<file path="config.mk">
export PLATFORM = sky130hd
export DESIGN_NAME = filter_env_ctrl
export DESIGN_NICKNAME = d
export VERILOG_FILES = /design/src/rtl/filter_env_ctrl_pkg.sv /design/src/rtl/filter_env_ctrl_step_sat.sv /design/src/rtl/filter_env_ctrl.sv
export SDC_FILE = /design/constraint.sdc
export NUM_CORES = 1
export LEC_CHECK = 0
export ABC_AREA = 1
export ABC_CLOCK_PERIOD_IN_PS = 16900
export CORE_AREA = 2 2 91 159
export CTS_CLUSTER_DIAMETER = 30
export DETAILED_ROUTE_END_ITERATION = 7
export DIE_AREA = 0 0 93 161
export GPL_ROUTABILITY_DRIVEN = 0
export PLACE_DENSITY = 0.84
export SYNTH_ARGS = -nofsm -noshare
export SYNTH_HDL_FRONTEND = slang
export SYNTH_SLANG_ARGS = --single-unit
</file>
<file path="constraint.sdc">
create_clock -name clk -period 16.9 [get_ports clk]
set_clock_uncertainty 0.05 [all_clocks]
set_input_delay 5.07 -clock clk [delete_from_list [all_inputs] [get_ports clk]]
set_output_delay 5.07 -clock clk [all_outputs]
set_load 0.005 [all_outputs]
</file>
<file path="src/rtl/filter_env_ctrl_pkg.sv">
// Shared definitions for the filter cutoff envelope: level width, state
// encodings and small min/max helpers used for the effective limits.
package filter_env_ctrl_pkg;

    localparam int W = 16;

    localparam logic [2:0] ENV_IDLE    = 3'd0;
    localparam logic [2:0] ENV_ATTACK  = 3'd1;
    localparam logic [2:0] ENV_DECAY   = 3'd2;
    localparam logic [2:0] ENV_SUSTAIN = 3'd3;
    localparam logic [2:0] ENV_RELEASE = 3'd4;

    function automatic logic [W-1:0] min_w(input logic [W-1:0] a, input logic [W-1:0] b);
        return (a < b) ? a : b;
    endfunction

    function automatic logic [W-1:0] max_w(input logic [W-1:0] a, input logic [W-1:0] b);
        return (a > b) ? a : b;
    endfunction

endpackage

</file>
<file path="src/rtl/filter_env_ctrl_step_sat.sv">
// Combinational saturating step of a level toward a target (dir=1 rising).
// A zero step, or a level already at/past the target, lands on the target.
module env_step_sat
    import filter_env_ctrl_pkg::*;
(
    input  logic [W-1:0] cur,
    input  logic [W-1:0] step,
    input  logic [W-1:0] target,
    input  logic         dir,
    output logic [W-1:0] next,
    output logic         reached
);

    logic [W:0] gap;
    logic       beyond;

    always_comb begin
        if (dir) begin
            beyond = cur > target;
            gap    = {1'b0, target} - {1'b0, cur};
        end else begin
            beyond = cur < target;
            gap    = {1'b0, cur} - {1'b0, target};
        end
        // gap is only meaningful when not beyond; the OR short-circuits that case
        if (step == '0 || beyond || gap <= {1'b0, step}) begin
            next = target;
        end else if (dir) begin
            next = cur + step;
        end else begin
            next = cur - step;
        end
        reached = (next == target);
    end

endmodule

</file>
<file path="src/rtl/filter_env_ctrl.sv">
// Attack/decay/sustain/release cutoff envelope producing complementary
// Q0.16 filter coefficients b_out = level, a_out = ~level.
module filter_env_ctrl
    import filter_env_ctrl_pkg::*;
(
    input  logic         clk,
    input  logic         rst_n,
    input  logic         sample_tick,
    input  logic         gate,
    input  logic [W-1:0] attack_step,
    input  logic [W-1:0] decay_step,
    input  logic [W-1:0] release_step,
    input  logic [W-1:0] sustain_level,
    input  logic [W-1:0] b_min,
    input  logic [W-1:0] b_max,
    output logic [W-1:0] b_out,
    output logic [W-1:0] a_out,
    output logic [2:0]   env_state,
    output logic         active
);

    logic [2:0]   state_reg, state_next;
    logic [W-1:0] level_reg, level_next;
    logic         gate_reg;
    logic         active_reg;

    logic [W-1:0] lo, hi, sus;
    logic [W-1:0] step_sel, target_sel, step_level;
    logic         dir_sel, step_reached;
    logic         rise, fall;

    assign lo   = min_w(b_min, b_max);
    assign hi   = max_w(b_min, b_max);
    assign sus  = min_w(max_w(sustain_level, lo), hi);
    assign rise = gate & ~gate_reg;
    assign fall = ~gate & gate_reg;

    always_comb begin
        step_sel   = '0;
        target_sel = lo;
        dir_sel    = 1'b0;
        case (state_reg)
            ENV_ATTACK: begin
                step_sel   = attack_step;
                target_sel = hi;
                dir_sel    = 1'b1;
            end
            ENV_DECAY: begin
                step_sel   = decay_step;
                target_sel = sus;
                dir_sel    = level_reg < sus;
            end
            ENV_RELEASE: begin
                step_sel   = release_step;
                target_sel = lo;
                dir_sel    = 1'b0;
            end
            default: ;
        endcase
    end

    env_step_sat u_step (
        .cur     (level_reg),
        .step    (step_sel),
        .target  (target_sel),
        .dir     (dir_sel),
        .next    (step_level),
        .reached (step_reached)
    );

    // Gate edges win over the sample tick: the tick in an edge cycle is dropped.
    always_comb begin
        state_next = state_reg;
        level_next = level_reg;
        if (rise) begin
            state_next = ENV_ATTACK;
        end else if (fall) begin
            if (state_reg == ENV_ATTACK || state_reg == ENV_DECAY || state_reg == ENV_SUSTAIN) begin
                state_next = ENV_RELEASE;
            end else if (state_reg != ENV_RELEASE) begin
                state_next = ENV_IDLE;
            end
        end else if (state_reg > ENV_RELEASE) begin
            state_next = ENV_IDLE;
        end else if (sample_tick) begin
            case (state_reg)
                ENV_IDLE:    level_next = lo;
                ENV_SUSTAIN: level_next = sus;
                ENV_ATTACK: begin
                    level_next = step_level;
                    if (step_reached) state_next = ENV_DECAY;
                end
                ENV_DECAY: begin
                    level_next = step_level;
                    if (step_reached) state_next = ENV_SUSTAIN;
                end
                ENV_RELEASE: begin
                    level_next = step_level;
                    if (step_reached) state_next = ENV_IDLE;
                end
                default: state_next = ENV_IDLE;
            endcase
        end
    end

    always_ff @(posedge clk) begin
        if (!rst_n) begin
            state_reg  <= ENV_IDLE;
            level_reg  <= '0;
            gate_reg   <= 1'b0;
            active_reg <= 1'b0;
        end else begin
            state_reg  <= state_next;
            level_reg  <= level_next;
            gate_reg   <= gate;
            active_reg <= (state_next != ENV_IDLE);
        end
    end

    assign b_out     = level_reg;
    assign a_out     = ~level_reg;
    assign env_state = state_reg;
    assign active    = active_reg;

endmodule
</file>
After elaboration in Yosys (flattened, before gate mapping)
Cells that the tools add are included.
Storage, ports and cells
  register bits after elaboration: 21
  input bits: 100
  output and inout bits: 36
  word-level logic and storage cells: 64
Operators by class
  add/sub/neg operators: 4
  magnitude comparators: 9
  eq/ne operators: 6
  multiplexer cells: 22
  bitwise logic cells: 8
  reductions and logical operators: 11
Operator list (count)
  16-bit 2-to-1 mux: 6
  16-bit one-hot mux with 3 select lines: 2
  16-bit less-than comparator: 4
  16-bit > comparator: 3
  16-bit by 16-bit subtractor with 17-bit output: 2
  16-bit one-hot mux with 2 select lines: 1
  3-bit 2-to-1 mux: 9
  17-bit by 16-bit less-or-equal comparator with 1-bit output: 1
  17-bit 2-to-1 mux: 1
  16-bit adder: 1
  16-bit equality test: 1
  16-bit zero test: 1
  16-bit inverter: 1
  16-bit subtractor: 1
  3-bit one-hot mux with 4 select lines: 1
  3-bit by 2-bit equality test with 1-bit output (second input constant): 2
  3-bit nonzero test: 2
  1-bit inverter: 5
  5-bit AND reduction: 1
  1-bit logical OR: 4
  3-bit by 1-bit equality test with 1-bit output (second input constant): 1
  3-bit equality test (second input constant): 1
  3-bit > comparator (second input constant): 1
  3-bit zero test: 1
  other kinds (6): 7

Logic depth before layout (Yosys ltp)
  depth after elaboration: 20
  depth in mapped cells: 89
  depth with buffers taken out: 84

Modules after synthesis
A second synthesis with hierarchy kept.
Unflattened totals
  cells, all modules: 1291
  area, all modules: 7566.0 um^2
Modules (own cells, without submodules)
  filter_env_ctrl: times used 1, cells each 638, area an instance 3837.4 um^2, sequential area each 420.4 um^2
  env_step_sat: times used 1, cells each 653, area an instance 3728.6 um^2, sequential area each 0.0 um^2

Least setup slack after synthesis
OpenSTA, ideal clock, no wires.
  kind: in2reg
  start point: in b_max[11]
  end point: reg active_reg (netlist: active)
  library setup time: 0.114 ns
  data arrival time: 14.358 ns
  data required time: 16.736 ns
  path slack: 2.378 ns
  stages on the path: 73
  buffers on the path: 6
  path through: inv_1 -> ha_1 -> a21oi_1 -> nand2_1 -> a21oi_4 -> nand2_4 -> buf_2 -> clkbuf_1 -> o21ai_0 -> inv_1 -> ha_1 -> nand4_1 -> nor3_1 -> and3_1 -> nand4_1 -> nand2_2 -> clkbuf_1 -> nor2_1 -> [37 not listed] -> a21oi_1 -> o21bai_1 -> a21oi_1 -> o21bai_1 -> xor2_1 -> inv_1 -> nand4_1 -> nand2_1 -> nand3_1 -> nand2_1 -> nor2_1 -> nand2_1 -> nor2_2 -> nand3_2 -> a21boi_2 -> nand2_1 -> nand2_1 -> nand2_1
Between the ends
  cells in the longest elaborated chain, start to end: 20
  elaborated cells on any way between the ends: 32
  classes of those cells: 2 x add/sub; 8 x order compare; 1 x eq/ne; 18 x mux; 3 x reduce/logical
RTL lines
  start, declared: RTL line filter_env_ctrl.sv:15  | input logic [W-1:0] b_max,
  16-bit less-than comparator: RTL line filter_env_ctrl_pkg.sv:14  | return (a < b) ? a : b;
  16-bit 2-to-1 mux: RTL line filter_env_ctrl_pkg.sv:14
  16-bit > comparator: RTL line filter_env_ctrl_pkg.sv:18  | return (a > b) ? a : b;
  16-bit 2-to-1 mux: RTL line filter_env_ctrl_pkg.sv:18
  16-bit less-than comparator: RTL line filter_env_ctrl_pkg.sv:14
  16-bit 2-to-1 mux: RTL line filter_env_ctrl_pkg.sv:14
  16-bit one-hot mux with 2 select lines / 16-bit less-than comparator (equally long branches): RTL line filter_env_ctrl.sv:42, filter_env_ctrl.sv:51
  16-bit by 16-bit subtractor with 17-bit output (tied with other cells): RTL line filter_env_ctrl_step_sat.sv:23  | gap = {1'b0, cur} - {1'b0, target};
  [4 not listed]
  16-bit equality test (*): RTL line filter_env_ctrl_step_sat.sv:33  | reached = (next == target);
  3-bit 2-to-1 mux (on tied branches): RTL line filter_env_ctrl.sv:99, filter_env_ctrl.sv:91, filter_env_ctrl.sv:95
  3-bit one-hot mux with 4 select lines (*): RTL line filter_env_ctrl.sv:86  | case (state_reg)
  3-bit 2-to-1 mux (*): RTL line filter_env_ctrl.sv:85  | end else if (sample_tick) begin
  3-bit 2-to-1 mux (*): RTL line filter_env_ctrl.sv:83  | end else if (state_reg > ENV_RELEASE) begin
  3-bit 2-to-1 mux (*): RTL line filter_env_ctrl.sv:77  | end else if (fall) begin
  3-bit 2-to-1 mux (*): RTL line filter_env_ctrl.sv:75  | if (rise) begin
  3-bit nonzero test (*): RTL line filter_env_ctrl.sv:116  | active_reg <= (state_next != ENV_IDLE);
  end signal, assigned: RTL line filter_env_ctrl.sv:116
  end, declared: RTL line filter_env_ctrl.sv:25  | logic active_reg;
Every way passes the cells marked *; elsewhere a longest branch is shown, timed or not.
A chain may end at the register's enable or synchronous reset.

Worst setup path in the final report
  start point: in b_max[9]
  end point: reg active_reg (netlist: active)
Same word-level chain as after synthesis.

==> flow_metrics.py <==
metrics = {
    "outcome": {
        "status": "finished, final reports clean",
    },
    "final_layout": {
        "fillers": 1319,
        "seqCellArea_um2": 420.4,
        "nets": 1594,
        "drive_above_1_share_pct": 4.905,
        "instances_no_fill": 1543,
        "synthToLayoutAreaGrowth_pct": 20.66,
        "largest_reg_flops": 16,
        "num_antenna_cells": 0,
        "multi_input_comb_area_um2": 6057,
    },
    "logic_synthesis": {
        "yosysMostFrequentCell": "nand2_1",
        "yosys_warnings": 0,
        "syn_area_um2": 7502,
        "synth_top_area_share_pct": 20.68,
        "async_flop_share_pct": 0,
        "yosys.area.top_type": "ha_1",
        "synth_ff_type": "dfxtp_1",
        "synth_commonest_cells": "262 x nand2_1, 225 x inv_1, 124 x ha_1",
        "synthCells": 1259,
        "ys_types": 57,
        "synth.area.top_cells": "ha_1 21%, nand2_1 13%, inv_1 11%",
        "ys_seq_area_share_pct": 5.604,
        "synth_seq_cells": 21,
        "syn_nets": 1486,
        "avgSynthCellArea_um2": 5.959,
        "synth-edff-count": 0,
    },
    "routing": {
        "vias": 8763,
        "wl_per_cell_um": 15.31,
        "drt_iter0_drc": 549,
        "ant_nets": 0,
        "drc": 0,
        "finalWirelength_um": 23620,
        "routed_via_density": 5.679,
        "dr.pass1.iters": 8,
    },
    "cts": {
        "post-cts-setup-buffers": 0,
        "cts-hold-fix-buffers": 0,
        "cts_resized": 0,
        "clkLatencyLatePin_ns": 0.27,
        "numCtsBuffers": 3,
        "htree_num_levels": 1,
        "clkTransAtPathRegs_ns": 0.06,
        "cts_tree": "yes",
        "cts.sinks": 21,
        "cts_buffer_depth": 2,
        "clock-root-buffer": "clkbuf_16",
    },
    "critical_path": {
        "worstPathRequired_ns": 17.01,
        "rrSetupSlack_ns": 9.57,
        "startpoint_type": "input port",
        "crit_top_cell": "nand2_1",
        "rr_startpoint": "env_state[1]",
        "cp.arrival_ns": 16.04,
        "reg2reg_to": "active",
        "crit_path_max_incr_delay_ns": 0.48,
        "slowest_stage": "clkdlybuf4s50_1",
        "cp-end-kind": "flop",
        "crit_type": "input port to flop",
        "reg2reg_depth": 42,
        "crit_fanout": 33,
    },
    "timing": {
        "maxSlewHeadroom_pct": 37.88,
        "maxSlewViolCount": 0,
        "hold_viol": 0,
        "fin_hold_ws_ns": 0.5896,
        "fmaxAchievable_mhz": 62.78,
        "tightest_slew_ns": 0.9295,
        "setup_viol": 0,
        "rsz0062_at_grt": "no",
        "fin_tns_setup_ns": 0,
        "layout_min_cycle_time_ns": 15.93,
        "fin_crit_sh_pct": 94.25,
        "setup_ws_ns": 0.9714,
    },
    "grt": {
        "grt_overflow": 0,
        "antenna_found_initial": 0,
        "grt_pass1_wl_um": 38360,
        "grt_max_degree": 34,
        "grt_pass1_vias": 8593,
        "grt_util_all_layers_pct": 31.34,
    },
    "min_path": {
        "hold_depth": 3,
        "hold_start": "gate_reg",
        "hold_path_end": "env_state[2]",
        "hold_class": "flop to flop",
    },
    "floorplan": {
        "start_util_pct": 54.79,
        "fp.dieArea_um2": 14970,
        "core_um2": 13690,
        "ioPinCount": 136,
        "dieWidth_um": 93,
        "placementRows": 57,
        "die_h_um": 161,
    },
    "power": {
        "p_leak_uw": 0.004669,
        "p_per_area_nw_per_um2": 85.70,
        "power_uw": 775.8,
        "peakVddDrop_v": 0.00004322,
    },
    "place": {
        "dpl.hpwl_um": 19980,
        "dpl_worst_slack_ns": 0.4871,
        "portBuffers": 135,
        "dp.cells": 1539,
    },
    "flow_run": {
        "max_cap_viol_count": 0,
    },
}
==> how the worst max path moves through the flow <==
stage                    from     end  slack (ns)  cells past startpoint
global placement     b_max[9]  active        0.84                     70
detailed placement   b_max[9]  active        0.49                     70
finish               b_max[9]  active        0.97                     67
CTS                  b_max[9]  active        0.74                     70
floorplan           b_max[11]  active        2.38                     73
global route        b_max[11]  active        0.02                     65
==> where the power goes <==
group	switching, uW	internal, uW
Sequential	8.78	53.9
Clock	21.9	32.2
Combinational	409	250
Total	440	336
==> logic make-up after synthesis <==
group	after synthesis	share of synthesized area, %
AO/OA/AOI/OAI	310	26.07
XOR/XNOR	42	4.903
flip-flops	21	5.604
adder cells (fa/ha/maj)	127	21.48
buffers and inverters	269	13.96
AND/OR/NAND/NOR	488	27.72
multiplexers	2	0.2669
==> stage by stage <==
| stage | cell area [um^2] | util [%] |
|---|---|---|
| final | 9052 | 66.11 |
| after global routing | 9052 | 66.11 |
| after CTS | 9035 | 65.98 |
| after detailed placement | 8952 | 65.38 |
| after global placement | 8952 | 65.38 |
| after floorplan | 7502 | - |
==> cell type report <==
| cell class | count | area share [%] |
|---|---|---|
| multi-input cells | 969 | 66.91 |
| repair buffers | 143 | 15.59 |
| inverters | 229 | 9.496 |
| flip-flops and latches | 21 | 4.644 |
| well taps | 177 | 2.446 |
| clock buffers | 3 | 0.8293 |
| clock inverters | 1 | 0.08293 |
==> critical path: cells and delay by family <==
kind / cells / cell delay, ns
XOR/XNOR: 1 / 0.22
adder cells (fa/ha/maj): 5 / 1.47
AO/OA/AOI/OAI: 22 / 4.10
buffers and inverters: 5 / 1.06
AND/OR/NAND/NOR: 34 / 4.05
==> metal layers <==
layer	wire (um)	GRT usage (%)	vias up
li1	-	-	4405
met1	8354	31.20	3871
met2	12220	59.12	359
met3	1136	2.146	128
met4	1916	23.13	0
met5	0	0	-
==> layout by cell type, fill, tap and decap left out, types with 9 or more instances in the layout <==
cell	netlist	layout
nor3_1	10	9
dfxtp_1	21	21
nor2_1	113	113
o21a_1	16	16
a21oi_1	87	87
o21ai_1	5	11
o221a_2	11	11
inv_1	225	225
nand2_1	262	262
xnor2_1	12	12
o22ai_1	16	16
nand3_1	58	58
a221oi_1	13	13
xor2_1	30	30
ha_1	124	124
o21ai_0	101	93
clkdlybuf4s50_1	0	135
Note: power is estimated with default switching activity, not from simulation.
